[config.mk]
export PLATFORM = sky130hd
export DESIGN_NAME = cnn_upsample_2x_nearest
export DESIGN_NICKNAME = d
export VERILOG_FILES = /design/src/rtl/cnn_pkg.sv /design/src/rtl/cnn_upsample_row_bank.sv /design/src/rtl/cnn_upsample_2x_nearest.sv
export SDC_FILE = /design/constraint.sdc
export NUM_CORES = 1
export LEC_CHECK = 0
export CORE_UTILIZATION = 53
export CTS_CLUSTER_DIAMETER = 50
export DETAILED_ROUTE_END_ITERATION = 7
export GPL_ROUTABILITY_DRIVEN = 0
export GPL_TIMING_DRIVEN = 0
export MAX_ROUTING_LAYER = met4
export PLACE_DENSITY = 0.75
export SYNTH_ARGS = -nofsm -noshare
export SYNTH_HDL_FRONTEND = slang
export SYNTH_SLANG_ARGS = --single-unit
[constraint.sdc]
create_clock -name clk -period 2.5 [get_ports clk]
set_input_delay 0.375 -clock clk [delete_from_list [all_inputs] [get_ports clk]]
set_output_delay 0.375 -clock clk [all_outputs]
set_load 0.03 [all_outputs]
[src/rtl/cnn_pkg.sv]
// rtl/cnn_pkg.sv - shared constants, types and sizing helpers for the CNN stream stages
// Purpose: common definitions imported by the CNN streaming blocks.
// Contents:
//   CNN_DATA_WIDTH   default pixel word width
//   upsample_factor  repeat count of the nearest-neighbour upsampler (2)
//   cnt_width        width of a counter that indexes n positions (at least 1)
//   rd_state_e       read-side state encoding of the upsampler
package cnn_pkg;

  localparam int CNN_DATA_WIDTH = 32;

  function automatic int upsample_factor();
    return 2;
  endfunction

  function automatic int cnt_width(input int n);
    return (n > 1) ? $clog2(n) : 1;
  endfunction

  typedef enum logic [1:0] {
    RD_IDLE  = 2'd0,
    RD_PASS0 = 2'd1,
    RD_PASS1 = 2'd2
  } rd_state_e;

endpackage

[src/rtl/cnn_upsample_row_bank.sv]
// rtl/cnn_upsample_row_bank.sv - ping-pong row storage with bank-full flags
// Purpose: two IMAGE_WIDTH x DATA_WIDTH row banks, one write port, one
// asynchronous read port, and a full flag per bank.
// Ports:
//   clk, rst              clock, asynchronous active-high reset (flags only)
//   wr_req                a pixel is offered for bank wr_bank, column wr_col
//   wr_bank, wr_col       write address
//   wr_data               pixel to store
//   wr_block              offered pixel rejected: its bank is still occupied
//   clr_en, clr_bank      reader releases clr_bank this cycle
//   rd_bank, rd_col       read address
//   rd_data               combinational read data
//   full                  registered bank-full flags
//   full_fwd              full flags including a completion happening this cycle
module cnn_upsample_row_bank
  import cnn_pkg::*;
#(
  parameter int DATA_WIDTH  = CNN_DATA_WIDTH,
  parameter int IMAGE_WIDTH = 4,
  localparam int CW         = cnt_width(IMAGE_WIDTH)
) (
  input  logic                  clk,
  input  logic                  rst,
  input  logic                  wr_req,
  input  logic                  wr_bank,
  input  logic [CW-1:0]         wr_col,
  input  logic [DATA_WIDTH-1:0] wr_data,
  output logic                  wr_block,
  input  logic                  clr_en,
  input  logic                  clr_bank,
  input  logic                  rd_bank,
  input  logic [CW-1:0]         rd_col,
  output logic [DATA_WIDTH-1:0] rd_data,
  output logic [1:0]            full,
  output logic [1:0]            full_fwd
);

  localparam logic [CW-1:0] COL_LAST = CW'(IMAGE_WIDTH - 1);

  logic [DATA_WIDTH-1:0] mem_q [2][IMAGE_WIDTH];
  logic [1:0]            full_q, full_d;
  logic [1:0]            set_vec, clr_vec;
  logic                  wr_acc;

  always_comb begin
    clr_vec = 2'b00;
    if (clr_en) clr_vec[clr_bank] = 1'b1;
    // A bank being released this cycle may already take the next row.
    wr_block = wr_req && full_q[wr_bank] && !clr_vec[wr_bank];
    wr_acc   = wr_req && !wr_block;
    set_vec  = 2'b00;
    if (wr_acc && (wr_col == COL_LAST)) set_vec[wr_bank] = 1'b1;
    full_d   = (full_q & ~clr_vec) | set_vec;
    // Lets the reader chain straight into a bank completing this cycle.
    full_fwd = full_q | set_vec;
  end

  always_ff @(posedge clk or posedge rst) begin
    if (rst) full_q <= 2'b00;
    else     full_q <= full_d;
  end

  always_ff @(posedge clk) begin
    if (wr_acc) mem_q[wr_bank][wr_col] <= wr_data;
  end

  assign rd_data = mem_q[rd_bank][rd_col];
  assign full    = full_q;

endmodule

[src/rtl/cnn_upsample_2x_nearest.sv]
// rtl/cnn_upsample_2x_nearest.sv - streaming 2x nearest-neighbour upsampler
// Purpose: takes raster pixels of IMAGE_WIDTH x IMAGE_WIDTH channels and emits
// 2*IMAGE_WIDTH x 2*IMAGE_WIDTH channels; every pixel is doubled horizontally
// and every row is emitted twice (PASS0, PASS1) from a ping-pong row buffer.
// Ports:
//   clk, reset   clock, asynchronous active-high reset
//   valid_in     input pixel strobe
//   in           input pixel, raster order
//   out          upsampled pixel (registered, holds while idle)
//   valid_out    output pixel strobe (registered)
//   last_out     pulse with the final pixel of each output channel
//   overflow     sticky: a pixel arrived for a bank that was still occupied
module cnn_upsample_2x_nearest
  import cnn_pkg::*;
#(
  parameter int DATA_WIDTH  = CNN_DATA_WIDTH,
  parameter int IMAGE_WIDTH = 4
) (
  input  logic                  clk,
  input  logic                  reset,
  input  logic                  valid_in,
  input  logic [DATA_WIDTH-1:0] in,
  output logic [DATA_WIDTH-1:0] out,
  output logic                  valid_out,
  output logic                  last_out,
  output logic                  overflow
);

  localparam int            CW       = cnt_width(IMAGE_WIDTH);
  localparam int            DW       = cnt_width(upsample_factor());
  localparam logic [CW-1:0] COL_LAST = CW'(IMAGE_WIDTH - 1);
  localparam logic [CW-1:0] ROW_LAST = CW'(IMAGE_WIDTH - 1);
  localparam logic [DW-1:0] DUP_LAST = DW'(upsample_factor() - 1);

  rd_state_e state_q, state_d;

  logic [CW-1:0]         wr_col_q, wr_col_d;
  logic                  wr_bank_q, wr_bank_d;
  logic                  overflow_q, overflow_d;
  logic [CW-1:0]         rd_col_q, rd_col_d;
  logic                  rd_bank_q, rd_bank_d;
  logic [DW-1:0]         dup_q, dup_d;
  logic [CW-1:0]         out_row_q, out_row_d;
  logic [DATA_WIDTH-1:0] out_q, out_d;
  logic                  valid_q, valid_d;
  logic                  last_q, last_d;

  logic                  wr_block;
  logic [DATA_WIDTH-1:0] rd_data;
  logic [1:0]            full, full_fwd;
  logic                  active, pass_end, rd_end, nxt_bank;

  cnn_upsample_row_bank #(
    .DATA_WIDTH (DATA_WIDTH),
    .IMAGE_WIDTH(IMAGE_WIDTH)
  ) u_bank (
    .clk     (clk),
    .rst     (reset),
    .wr_req  (valid_in),
    .wr_bank (wr_bank_q),
    .wr_col  (wr_col_q),
    .wr_data (in),
    .wr_block(wr_block),
    .clr_en  (rd_end),
    .clr_bank(rd_bank_q),
    .rd_bank (rd_bank_q),
    .rd_col  (rd_col_q),
    .rd_data (rd_data),
    .full    (full),
    .full_fwd(full_fwd)
  );

  // The first output of a row is emitted in the same cycle IDLE sees the full
  // flag, so a pass spans 2*IMAGE_WIDTH cycles counted from that cycle.
  always_comb begin
    active   = (state_q != RD_IDLE) || full[rd_bank_q];
    pass_end = active && (rd_col_q == COL_LAST) && (dup_q == DUP_LAST);
    rd_end   = pass_end && (state_q == RD_PASS1);
    nxt_bank = ~rd_bank_q;
  end

  // Write side: counters keep advancing on a blocked pixel to hold geometry.
  always_comb begin
    wr_col_d  = wr_col_q;
    wr_bank_d = wr_bank_q;
    if (valid_in) begin
      if (wr_col_q == COL_LAST) begin
        wr_col_d  = '0;
        wr_bank_d = ~wr_bank_q;
      end else begin
        wr_col_d = wr_col_q + CW'(1);
      end
    end
    overflow_d = overflow_q | wr_block;
  end

  always_ff @(posedge clk or posedge reset) begin
    if (reset) state_q <= RD_IDLE;
    else       state_q <= state_d;
  end

  always_comb begin
    state_d = state_q;
    case (state_q)
      RD_IDLE:  if (full[rd_bank_q]) state_d = RD_PASS0;
      RD_PASS0: if (pass_end) state_d = RD_PASS1;
      RD_PASS1: if (pass_end) state_d = full_fwd[nxt_bank] ? RD_PASS0 : RD_IDLE;
      default:  state_d = RD_IDLE;
    endcase
  end

  always_comb begin
    dup_d     = dup_q;
    rd_col_d  = rd_col_q;
    rd_bank_d = rd_bank_q;
    out_row_d = out_row_q;
    out_d     = out_q;
    valid_d   = 1'b0;
    last_d    = 1'b0;
    if (active) begin
      valid_d = 1'b1;
      out_d   = rd_data;
      if (dup_q == DUP_LAST) begin
        dup_d    = '0;
        rd_col_d = (rd_col_q == COL_LAST) ? '0 : rd_col_q + CW'(1);
      end else begin
        dup_d = dup_q + DW'(1);
      end
      if (rd_end) begin
        rd_bank_d = nxt_bank;
        out_row_d = out_row_q + CW'(1);
        last_d    = (out_row_q == ROW_LAST);
      end
    end
  end

  always_ff @(posedge clk or posedge reset) begin
    if (reset) begin
      wr_col_q   <= '0;
      wr_bank_q  <= 1'b0;
      overflow_q <= 1'b0;
      rd_col_q   <= '0;
      rd_bank_q  <= 1'b0;
      dup_q      <= '0;
      out_row_q  <= '0;
      out_q      <= '0;
      valid_q    <= 1'b0;
      last_q     <= 1'b0;
    end else begin
      wr_col_q   <= wr_col_d;
      wr_bank_q  <= wr_bank_d;
      overflow_q <= overflow_d;
      rd_col_q   <= rd_col_d;
      rd_bank_q  <= rd_bank_d;
      dup_q      <= dup_d;
      out_row_q  <= out_row_d;
      out_q      <= out_d;
      valid_q    <= valid_d;
      last_q     <= last_d;
    end
  end

  assign out       = out_q;
  assign valid_out = valid_q;
  assign last_out  = last_q;
  assign overflow  = overflow_q;

endmodule

==> results of run 1 <==
==> critical path, stage by stage (launching register included) <==
cell and delay (ns):
dfrtp_1 0.45, ha_1 0.30, nand4b_2 0.22, o21ai_2 0.21, and3b_1 0.24, and2_2 0.44, buf_12 0.25
==> layer usage <==
metal  vias to the layer above  global-route usage [%]
li1                       2904                       -
met1                      3275                    30.5
met2                       245                    39.4
met3                        48                    3.46
met4                         0                    6.60
met5                         -                       -
==> area by class of cell <==
type | instances | area [um2]
Antenna cell | 1 | 2.50
Buffer | 40 | 280
Clock buffer | 36 | 805
Clock inverter | 19 | 186
Fill cell | 1501 | 7770
Inverter | 5 | 23.8
Multi-Input combinational cell | 351 | 2630
Sequential cell | 304 | 8890
Tap cell | 280 | 350
Timing Repair Buffer | 78 | 886
==> cells in the final DEF (no fill, tap or decap), types with 5 or more instances in the layout <==
| cell type | n |
|---|---|
| edfxtp_1 | 256 |
| mux2i_1 | 130 |
| nand2_1 | 76 |
| clkdlybuf4s50_1 | 69 |
| a22oi_1 | 64 |
| dfrtp_1 | 48 |
| nand3_1 | 34 |
| clkbuf_16 | 31 |
| buf_2 | 17 |
| buf_6 | 11 |
| clkbuf_1 | 9 |
| buf_12 | 7 |
| and2_2 | 6 |
| ha_1 | 6 |
| buf_4 | 5 |
| clkinv_1 | 5 |
==> state kept, by name, indices dropped and copies added, names as in the netlist, 2 cells and up <==
| signal | count |
|---|---|
| out_row_q | 2 |
| state_q | 2 |
| out | 32 |
| rd_col_q | 2 |
| wr_col_q | 2 |
| u_bank.full | 2 |
| u_bank.mem_q | 256 |
==> power breakdown <==
part / switching [uW] / total [uW] / internal [uW] / leakage [uW]
Combinational: 3000 / 5130 / 2120 / 0.00182
Clock: 1860 / 4470 / 2610 / 0.000478
Sequential: 298 / 6410 / 6110 / 0.00285
==> per-stage QoR <==
stage,worst slack [ns],setup TNS [ns]
after detailed placement,0.0240,0
after global placement,-0.771,-188.57
after global routing,-0.0456,-1.59
final,0.0637,0
after floorplan,0.136,0
after CTS,0.0310,0
==> cells by family (layout without fill, tap and decap cells) <==
logic type               Yosys count  count (layout)
AO/OA/AOI/OAI                     74              74
XOR/XNOR                           3               3
adder cells (fa/ha/maj)            6               6
buffers and inverters             45             178
flip-flops                       304             304
multiplexers                     132             132
other                              0               1
AND/OR/NAND/NOR                  136             136
==> how the worst max path moves through the flow <==
stage | from | endpoint | slack [ns] | cells past startpoint
floorplan | rd_col_q[1] | u_bank.mem_q[0][32] | 0.14 | 5
global placement | valid_in | u_bank.mem_q[1][40] | -0.77 | 5
detailed placement | valid_in | u_bank.mem_q[1][72] | 0.02 | 6
CTS | rd_col_q[1] | u_bank.mem_q[1][67] | 0.03 | 6
global route | rd_col_q[1] | u_bank.mem_q[0][64] | -0.05 | 6
finish | rd_col_q[1] | u_bank.mem_q[0][36] | 0.06 | 6
==> Yosys cell counts <==
master,instances
a311oi_1,2
nand4b_2,1
o21ai_0,3
nand2_4,1
a22oi_1,64
inv_1,4
clkbuf_4,2
a21oi_2,1
xnor2_1,3
dfrtp_1,48
nand2b_1,2
nand3b_1,3
and4b_1,1
nand2_1,76
a41o_1,1
buf_2,17
buf_4,5
nand3_1,34
and2_1,11
a32o_1,1
clkinv_4,1
buf_6,11
edfxtp_1,256
ha_1,6
clkbuf_1,5
nor2_1,4
nor2b_1,2
o21ai_1,1
mux2i_1,130
and3b_1,1
mux2_4,2
o21ai_2,1
==> key figures, run 1 <==
Run status
  • Status: finished clean

Global routing
  • Vias in the first global route: 6773
  • First-pass GRT wire length: 38500 um
  • Total gr overflow: 0
  • Largest net degree at the start of global routing: 30
  • Total GRT Usage: 23.7%
  • Initial antenna violation count: 0

Yosys
  • Top cells by area, synth: edfxtp_1 65%, mux2i_1 11%, dfrtp_1 10%
  • FF+latch count, synth: approximately 300
  • Ys Warns: 0
  • Post-synthesis compound-gate area fraction: approximately 4.7%
  • Xor-xnor portion of the synthesized cell area: less than 1%
  • Synth Instances: 700
  • Register area share after synthesis: 75.2%
  • Largest family of logic cells by synthesized area: multiplexers
  • Syn Nets: 741
  • Simple-Gate Fraction of Synth Area: between 5 and 6%
  • Adder-cell share of the synthesized area: less than 1%
  • Yosys top cell area share: 65.1%
  • Netlist cell types: 32
  • Netlist Area Pre-Place: 11800 um2
  • Syn_area_per_cell: approximately 17 um2
  • Synth area leader: edfxtp_1
  • Post-synthesis mux area share: between 10% and 20%

Detailed routing
  • Remaining DRCs: 0
  • Top Layer Used: met4
  • Antenna viol nets, final: 0
  • DR pass1 iterations: 5
  • WL/cell: around 23 um
  • Routed vias: roughly 6500
  • Initial DRC Count: 472
  • Met1 Wirelength: 10400 um
  • Final wirelength: 25100 um
  • Vias/cell: between 5 and 6
  • DR WL met2: between 10000 and 15000 um
  • Metal3 WL: ~1600 um

Clock tree
  • Setup Buffers After CTS: 0
  • Clock root buffer: clkbuf_16
  • H-tree depth: 1
  • Clock-pin slew on the worst setup and hold paths: 0.06 ns
  • Clock latency at the later pin of the worst-skew pair: about 0.56 ns
  • Num CTS Buffers: 31
  • CTS tree: yes
  • Cts hold-fix bufs: 0
  • Clock sink count: around 300
  • Maximum clock path buffer count: 3
  • # resized after CTS: 0

Power and ir drop
  • Leak: 0.00515 uW
  • Tot Pwr: 16000 uW
  • Pwr dens: 1140 nW/um2
  • Worst vdd ir: about 0.00069 V

Setup path
  • RR Startpoint: rd_col_q[1]
  • Reg2Reg Depth: 6
  • Worst setup EP type: flop
  • CP max FO: 22
  • Worst Setup Start Kind: flop
  • Critical Path RT: around 2.7 ns
  • FF-to-FF setup slack: approximately 0.064 ns
  • WS Path Type: reg2reg
  • R2r endpoint: u_bank.mem_q[0][36]
  • CP arrival: between 2 and 3 ns

STA
  • Worst hold slack: between 0.15 and 0.2 ns
  • Final setup vio count: 0
  • Max-slew violations: 0
  • Post-route minimum period: approximately 2.4 ns
  • Max frequency: just over 0.4 GHz
  • RSZ-0062 raised after global routing: yes
  • Max-slew headroom: 58.1%
  • Worst-Margin Slew: approximately 0.63 ns
  • Setup Skew: approximately 0.017 ns
  • Period utilisation layout: ~97%
  • Hold Fails Final Rpt: 0

Placed design
  • Placed Area: around 13000 um2
  • Hpwl dp: between 15000 and 20000 um
  • DP Cell Count: about 1100
  • Port bufs: 69

Cells and area
  • Finished Layout Cells: about 1100
  • Syn-to-layout area delta: 19.0%
  • Layout cells sized above 1: between 10% and 20%
  • Final Core Density: between 60 and 70%
  • Nets: 852
  • Fin area: 14100 um2

Floorplan
  • Std-Cell Rows: 54
  • Ports: 70
  • Die height: 151 um
  • Initial Utilization: a little over half
  • Die area: approximately 23000 um2
  • Die Width: approximately 150 um
  • Core Footprint: between 20000 and 25000 um2

Min path
  • Hold Crit Class: in2async

Run
  • Max cap viols: 0
(Power assumes the default switching activity.)
==> inputs of run 2 (changes only) <==
--- a/config.mk
+++ b/config.mk
@@ -5,6 +5,7 @@
 export SDC_FILE = /design/constraint.sdc
 export NUM_CORES = 1
 export LEC_CHECK = 0
+export ABC_CLOCK_PERIOD_IN_PS = 2500
 export CORE_UTILIZATION = 53
 export CTS_CLUSTER_DIAMETER = 50
 export DETAILED_ROUTE_END_ITERATION = 7
==> results of run 2 <==
Same layout as run 1: the final DEF is identical, and so are final timing and power.
==> inputs of run 3 (changes only) <==
--- a/config.mk
+++ b/config.mk
@@ -5,14 +5,15 @@
 export SDC_FILE = /design/constraint.sdc
 export NUM_CORES = 1
 export LEC_CHECK = 0
-export ABC_CLOCK_PERIOD_IN_PS = 2500
-export CORE_UTILIZATION = 53
+export ABC_CLOCK_PERIOD_IN_PS = 2380
+export CORE_ASPECT_RATIO = 0.6
+export CORE_UTILIZATION = 59
 export CTS_CLUSTER_DIAMETER = 50
 export DETAILED_ROUTE_END_ITERATION = 7
 export GPL_ROUTABILITY_DRIVEN = 0
 export GPL_TIMING_DRIVEN = 0
 export MAX_ROUTING_LAYER = met4
-export PLACE_DENSITY = 0.75
+export PLACE_DENSITY = 0.79
 export SYNTH_ARGS = -nofsm -noshare
 export SYNTH_HDL_FRONTEND = slang
 export SYNTH_SLANG_ARGS = --single-unit
==> constraint.sdc (replaced) <==
create_clock -name clk -period 2.38 [get_ports clk]
set_input_delay 0.357 -clock clk [delete_from_list [all_inputs] [get_ports clk]]
set_output_delay 0.357 -clock clk [all_outputs]
set_load 0.03 [all_outputs]
==> key figures, run 3 (synthesis results as in run 1) <==
Power and ir drop
  • NetSw: 5360 uW (+3.7%)
  • Cell Int Power: 11200 uW (+3.1%)
  • Leak: 0.00514 uW (-0.30%)
  • Switching power share of the total: 32.4% (+0.14 points)
  • Comb power frac: 33.0% (+1.0 points)
  • Pwr dens: 1180 nW/um2 (+3.6%)
  • Worst vdd ir: 0.000807 V (+17%)
  • Tot Pwr: 16500 uW (+3.3%)
  • Clock power frac: 26.3% (-1.6 points)
  • Seq pwr share: 40.7% (+0.7 points)

Placed design
  • Placed Area: 13000 um2 (about the same)
  • Port bufs: 69 (unchanged)
  • Pre-CTS WS: -0.120 ns (-0.144 ns)
  • Hpwl dp: 15400 um (-0.40%)

STA
  • Worst-Margin Slew: 0.697 ns (+0.0683 ns)
  • Hold Fails Final Rpt: 0 (unchanged)
  • Max-slew headroom: 53.5% (-4.6 points)
  • Period utilisation layout: 96.4% (-1.0 points)
  • Setup Skew: 0.0210 ns (+0.00387 ns)
  • Max-slew violations: 0 (unchanged)
  • Final setup vio count: 0 (unchanged)
  • Post-route minimum period: 2.29 ns (-0.142 ns)
  • Setup_tns: 0 ns (unchanged)
  • Worst setup margin: 0.0853 ns (+0.0216 ns)
  • Max frequency: 0.436 GHz (+6.2%)
  • RSZ-0062 raised after global routing: yes

Detailed routing
  • Antenna viol nets, final: 0 (unchanged)
  • Remaining DRCs: 0 (unchanged)
  • Final wirelength: 25200 um (+0.39%)
  • DR pass1 iterations: 5 (unchanged)
  • WL/cell: 22.9 um (+2.0%)
  • Routed vias: 6494 (+0.34%)
  • Initial DRC Count: 677 (+43%)
  • Vias/cell: 5.92 (+1.9%)

Setup path
  • CP Depth: 6 (unchanged)
  • CP max FO: 25 (+14%)
  • Critical Path RT: 2.60 ns (-0.14 ns)
  • CP peak stage delay: 0.43 ns (-0.02 ns)
  • WS Path Type: reg2reg
  • CP cell instances: ha_2 -> nand4b_2 -> o21ai_2 -> and3b_1 -> and2_2 -> buf_12
  • CP startpoint: rd_col_q[1]
  • Reg2Reg Depth: 6 (unchanged)
  • RR Startpoint: rd_col_q[1]
  • Worst setup EP type: flop
  • Crit path capture: u_bank.mem_q[0][45]
  • CP top delay family: simple AND/OR/NAND/NOR gates
  • CP arrival: 2.52 ns (-0.16 ns)
  • R2r endpoint: u_bank.mem_q[0][45]
  • Critical-path top delay cell: dfrtp_1
  • Worst Path Buf+Inv: 1 (unchanged)
  • FF-to-FF setup slack: 0.09 ns (+0.02 ns)
  • Worst Setup Start Kind: flop

Cells and area
  • Nets: 851 (-0.12%)
  • N_diodes: 0 (-1)
  • Area of the multi-input gates: 2640 um2 (+0.19%)
  • Syn-to-layout area delta: 18.6%
  • Final Core Density: 72.5% (+8.1 points)
  • Largest register by flop count: u_bank.mem_q
  • Commonest non-fill, non-tap cells in the layout: 256 x edfxtp_1, 130 x mux2i_1, 76 x nand2_1, 69 x clkdlybuf4s50_1, 64 x a22oi_1
  • Max reg flops: 256 (unchanged)
  • Most common cell after layout, fill and taps aside: edfxtp_1
  • Layout cells sized above 1: 12.5% (-0.21 points)
  • Fillers: 1214 (-19%)
  • Fin area: 14000 um2 (-0.35%)
  • Register Area: 8890 um2 (unchanged)

Floorplan
  • Ports: 70 (unchanged)
  • Core Footprint: 19300 um2 (-11%)
  • Die area: 20600 um2 (-10%)
  • Initial Utilization: 61.1% (+7.0 points)
  • Die height: 112 um (-26%)
  • Std-Cell Rows: 39 (-28%)
  • Die Width: 185 um (+22%)

Run status
  • Status: finished clean

Global routing
  • First-pass GRT wire length: 37900 um (-1.6%)
  • Total GRT Usage: 25.8% (+2.1 points)
  • Initial antenna violation count: 0 (unchanged)
  • Total gr overflow: 0 (unchanged)
  • Largest net degree at the start of global routing: 27 (-10%)
  • Vias in the first global route: 6717 (-0.83%)

Clock tree
  • Clock root buffer: clkbuf_16
  • Clock latency at the later pin of the worst-skew pair: 0.54 ns (-0.02 ns)
  • H-tree depth: 1 (unchanged)
  • Clock sink count: 304 (unchanged)
  • CTS tree: yes
  • Num CTS Buffers: 27 (-13%)
  • Clock-pin slew on the worst setup and hold paths: 0.07 ns (about the same)
  • Cts hold-fix bufs: 0 (unchanged)
  • Maximum clock path buffer count: 3 (unchanged)

Min path
  • Hold Crit Class: in2async

Run
  • Max cap viols: 0 (unchanged)
run 3: cell count changes in the layout (fill, tap and decap cells not counted), moves of 2 or more:
cell / delta
and2_2: -2
clkbuf_16: -4
clkbuf_8: +2
clkinvlp_4: -2
and2_4: +2
buf_12: +2
run 3: final cells by class:
| cell class | instances | area share, % |
|---|---|---|
| Sequential cell | 304 | 63.5 |
| Multi-Input combinational cell | 351 | 18.8 |
| Timing Repair Buffer | 81 | 6.81 |
| Clock buffer | 35 | 5.25 |
| Tap cell | 266 | 2.38 |
| Buffer | 40 | 2.00 |
| Clock inverter | 15 | 1.10 |
| Inverter | 5 | 0.170 |
run 3: metal layers:
metal,share of wire [%],up-vias,global-route usage [%]
met5,0,-,-
met4,1.8,0,6.50
met3,6.9,45,3.83
met2,48,295,40.8
met1,43,3255,35.8
li1,-,2899,-
run 3: metrics by stage:
stage / cells / hold WS (ns)
final: 1097 / 0.231
after global routing: 1097 / 0.279
after CTS: 1094 / 0.241
after detailed placement: 1044 / 0.456
after global placement: 1035 / 0.451
after floorplan: 700 / 0.450
run 3: worst min path at each step:
stage                             from           end  slack [ns]  cells after the start
after floorplan           out_row_q[1]  out_row_q[1]        0.45                      2
final                            reset  out_row_q[0]        0.23                      2
after global placement         out[18]       out[18]        0.45                      2
after detailed placement       out[12]       out[12]        0.46                      2
after CTS                        reset        out[2]        0.24                      2
after global routing             reset  out_row_q[1]        0.28                      2
run 3: what timing repair did:
item,CTS,global route
resized for setup,0,5
setup buffers,0,3
endpoints found under the setup margin,66,217
gates cloned,0,0
pin swaps,0,2
run 3: power groups by stage:
stage          sequential, uW  combinational, uW  clock, uW
3_5_place_dp             6830               5400          0
3_3_place_gp             6800               5190          0
5_1_grt                  6780               5820       4610
6_report                 6730               5450       4340
2_1_floorplan            7350               3030          0
4_1_cts                  6730               5450       4390
==> variant (config.mk and constraints of run 2) <==
Remove the register `last_q`: a continuous assignment takes its place, so the output `last_out` follows one clock earlier.
--- a/src/rtl/cnn_upsample_2x_nearest.sv
+++ b/src/rtl/cnn_upsample_2x_nearest.sv
@@ -145,7 +145,6 @@
       out_row_q  <= '0;
       out_q      <= '0;
       valid_q    <= 1'b0;
-      last_q     <= 1'b0;
     end else begin
       wr_col_q   <= wr_col_d;
       wr_bank_q  <= wr_bank_d;
@@ -156,9 +155,10 @@
       out_row_q  <= out_row_d;
       out_q      <= out_d;
       valid_q    <= valid_d;
-      last_q     <= last_d;
     end
   end
+
+  assign last_q = last_d;
 
   assign out       = out_q;
   assign valid_out = valid_q;
Check against the original RTL: no difference found for any inputs over 10 cycles, from zero or initial values and one cycle with reset high; that may be too few to reach the edited logic, so the function may still have changed.
==> variant against run 2 <==
Sequential cell count decreased by 1. Clock skew fell by 0.0054 ns. Synthesized area down 0.21%. Cell count is 0.18% higher. Total power is essentially flat. Wire length grew 2.1%. Via count grew 0.56%. Cell area about the same. Setup slack better by 0.052 ns. Critical path depth decreased by 2. Critical path type is now reg -> out.
==> variant: results (changes against run 2) <==
stage	metric	value	unit	change
placement	IO buf count	69		unchanged
yosys	post-synthesis compound-gate area fraction	4.71	%	was 4.70%
yosys	Yosys warnings	0		unchanged
routing	Iter 0 DRT Violations	491		was 472
clocking	post-CTS setup buffers	0		unchanged
yosys	number of enable flip-flop cells after synthesis	256		unchanged
routing	routed vias/inst	5.83		was 5.81
global_route	initial antenna violation count	1		was 0
clocking	clock slew at reported path FFs	0.06	ns	about the same
finish	Filler cells	1517		was 1501
yosys	Synthesized Nets	740		was 741
yosys	multiplexer area fraction after synthesis	11.3	%	about the same
global_route	first-pass GRT wire length	38500	µm	about the same
finish	layout cells sized above 1	12.7	%	about the same
clocking	# H-tree levels	1		unchanged
yosys	post-synthesis cell type count	32		unchanged
pwr	VDD IR max	0.610	mV	was 0.689 mV
setup_path	Critical Path AT	2.01	ns	was 2.68 ns
clocking	clk_lat worst skew	0.55	ns	
timing	max_slew headroom	51.0	%	was 58.1%
clocking	Clock Path Buffers	3		unchanged
placement	Post-DP HPWL	15800	µm	was 15500 µm
placement	Cells after DPL	1057		was 1058
yosys	top cells by count, synth	edfxtp_1 (256), mux2i_1 (130), nand2_1 (76)		unchanged
clocking	CTS Buf Count	31		unchanged
yosys	largest area contributor in the synthesized netlist	edfxtp_1		unchanged
yosys	post-synthesis sequential area ratio	75.2	%	about the same
min_path	worst min-delay path class	in -> async		unchanged
pwr	leak pwr	5.16	nW	was 5.15 nW
routing	drt total wl	25600	µm	was 25100 µm
finish	Biggest register	u_bank.mem_q		unchanged
yosys	cells after synthesis	699		was 700
setup_path	crit path max fanout	6		was 22
finish	max reg flops	256		unchanged
routing	First-pass DRT Iterations	5		unchanged
clocking	root buf cell	clkbuf_16		unchanged
yosys	synth top area cells	edfxtp_1 (65%), mux2i_1 (11%), dfrtp_1 (10%), a22oi_1 (4.1%), nand2_1 (2.4%)		unchanged
global_route	largest net degree at the start of global routing	31		was 30
timing	Worst Skew	0.0118	ns	was 0.0172 ns
yosys	adder-cell share of the synthesized area	0.637	%	was 0.636%
yosys	post-synthesis xor/xnor area fraction	0.223	%	was 0.222%
outcome	status	complete, no violations		unchanged
global_route	Total GRT Usage	24.0	%	was 23.7%
yosys	Async SR Flop Fraction	15.5	%	was 15.8%
finish	Final #Nets	851		was 852
routing	routed len/inst	22.9	µm	was 22.5 µm
global_route	vias in the first global route	6691		was 6773
variant: cell types whose count changed after synthesis, sizes merged:
cell / before / now
dfrtp: 48 / 47
variant: worst paths after layout:
| kind | startpoint | cells past startpoint | slack, ns | end |
|---|---|---|---|---|
| max in group asynchronous | reset | 3 | 1.81 | out[1] |
| max | rd_col_q[1] | 4 | 0.12 | last_out |
| min reg2reg | out[1] | 2 | 0.47 | out[1] |
| min in group clk | out[1] | 2 | 0.47 | out[1] |
| min | reset | 2 | 0.15 | out[22] |
| max reg2reg | rd_col_q[1] | 6 | 0.14 | u_bank.mem_q[1][73] |
variant: critical path, cell delays in order (launching register included):
cell and delay [ns]:
dfrtp_1 0.44, ha_2 0.28, and4b_1 0.30, and2_1 0.15
clkdlybuf4s15_2 0.29
variant: layer usage:
layer	up-vias	track usage, %	wire, µm
li1	2905	-	-
met1	3298	30.7	10600
met2	246	39.1	12800
met3	59	4.19	1620
met4	0	7.50	633
met5	-	-	0
variant: cells by family after synthesis:
logic type / after synthesis
mux: 132
fa+ha+maj: 6
flops: 303
compound gates: 74
xor+xnor: 3
buf+inv: 45
simple gates: 136
variant: timing repair:
item | CTS | global route
endpoints found under the hold margin | 0 | 0
resized for setup | 9 | 1
setup endpoints to repair | 103 | 42
variant: per-stage QoR:
| stage | setup WS (ns) | TNS, ns | instance area (µm²) |
|---|---|---|---|
| 2_1_floorplan | 0.136 | 0 | 11800 |
| 3_3_place_gp | -0.790 | -198.68 | 12800 |
| 3_5_place_dp | -0.0610 | -2.10 | 13100 |
| 4_1_cts | 0.0602 | 0 | 14100 |
| 5_1_grt | 0.0250 | 0 | 14100 |
| 6_report | 0.115 | 0 | 14100 |
variant: report_power, final:
group / switching [mW] / leakage, nW / internal [mW]
Clock: 1.81 / 0.485 / 2.62
Sequential: 0.293 / 2.84 / 6.09
Combinational: 3.05 / 1.84 / 2.14
Total: 5.15 / 5.16 / 10.8
variant: final cells by class:
cell class	count	area, µm²	area share (%)
Clock buffer	47	876	6.23
Antenna cell	1	2.50	0.0178
Inverter	5	23.8	0.169
Sequential cell	303	8860	63.0
Multi-Input combinational cell	351	2640	18.8
Tap cell	280	350	2.49
Timing Repair Buffer	78	917	6.52
Clock inverter	11	110	0.783
Buffer	40	280	1.99
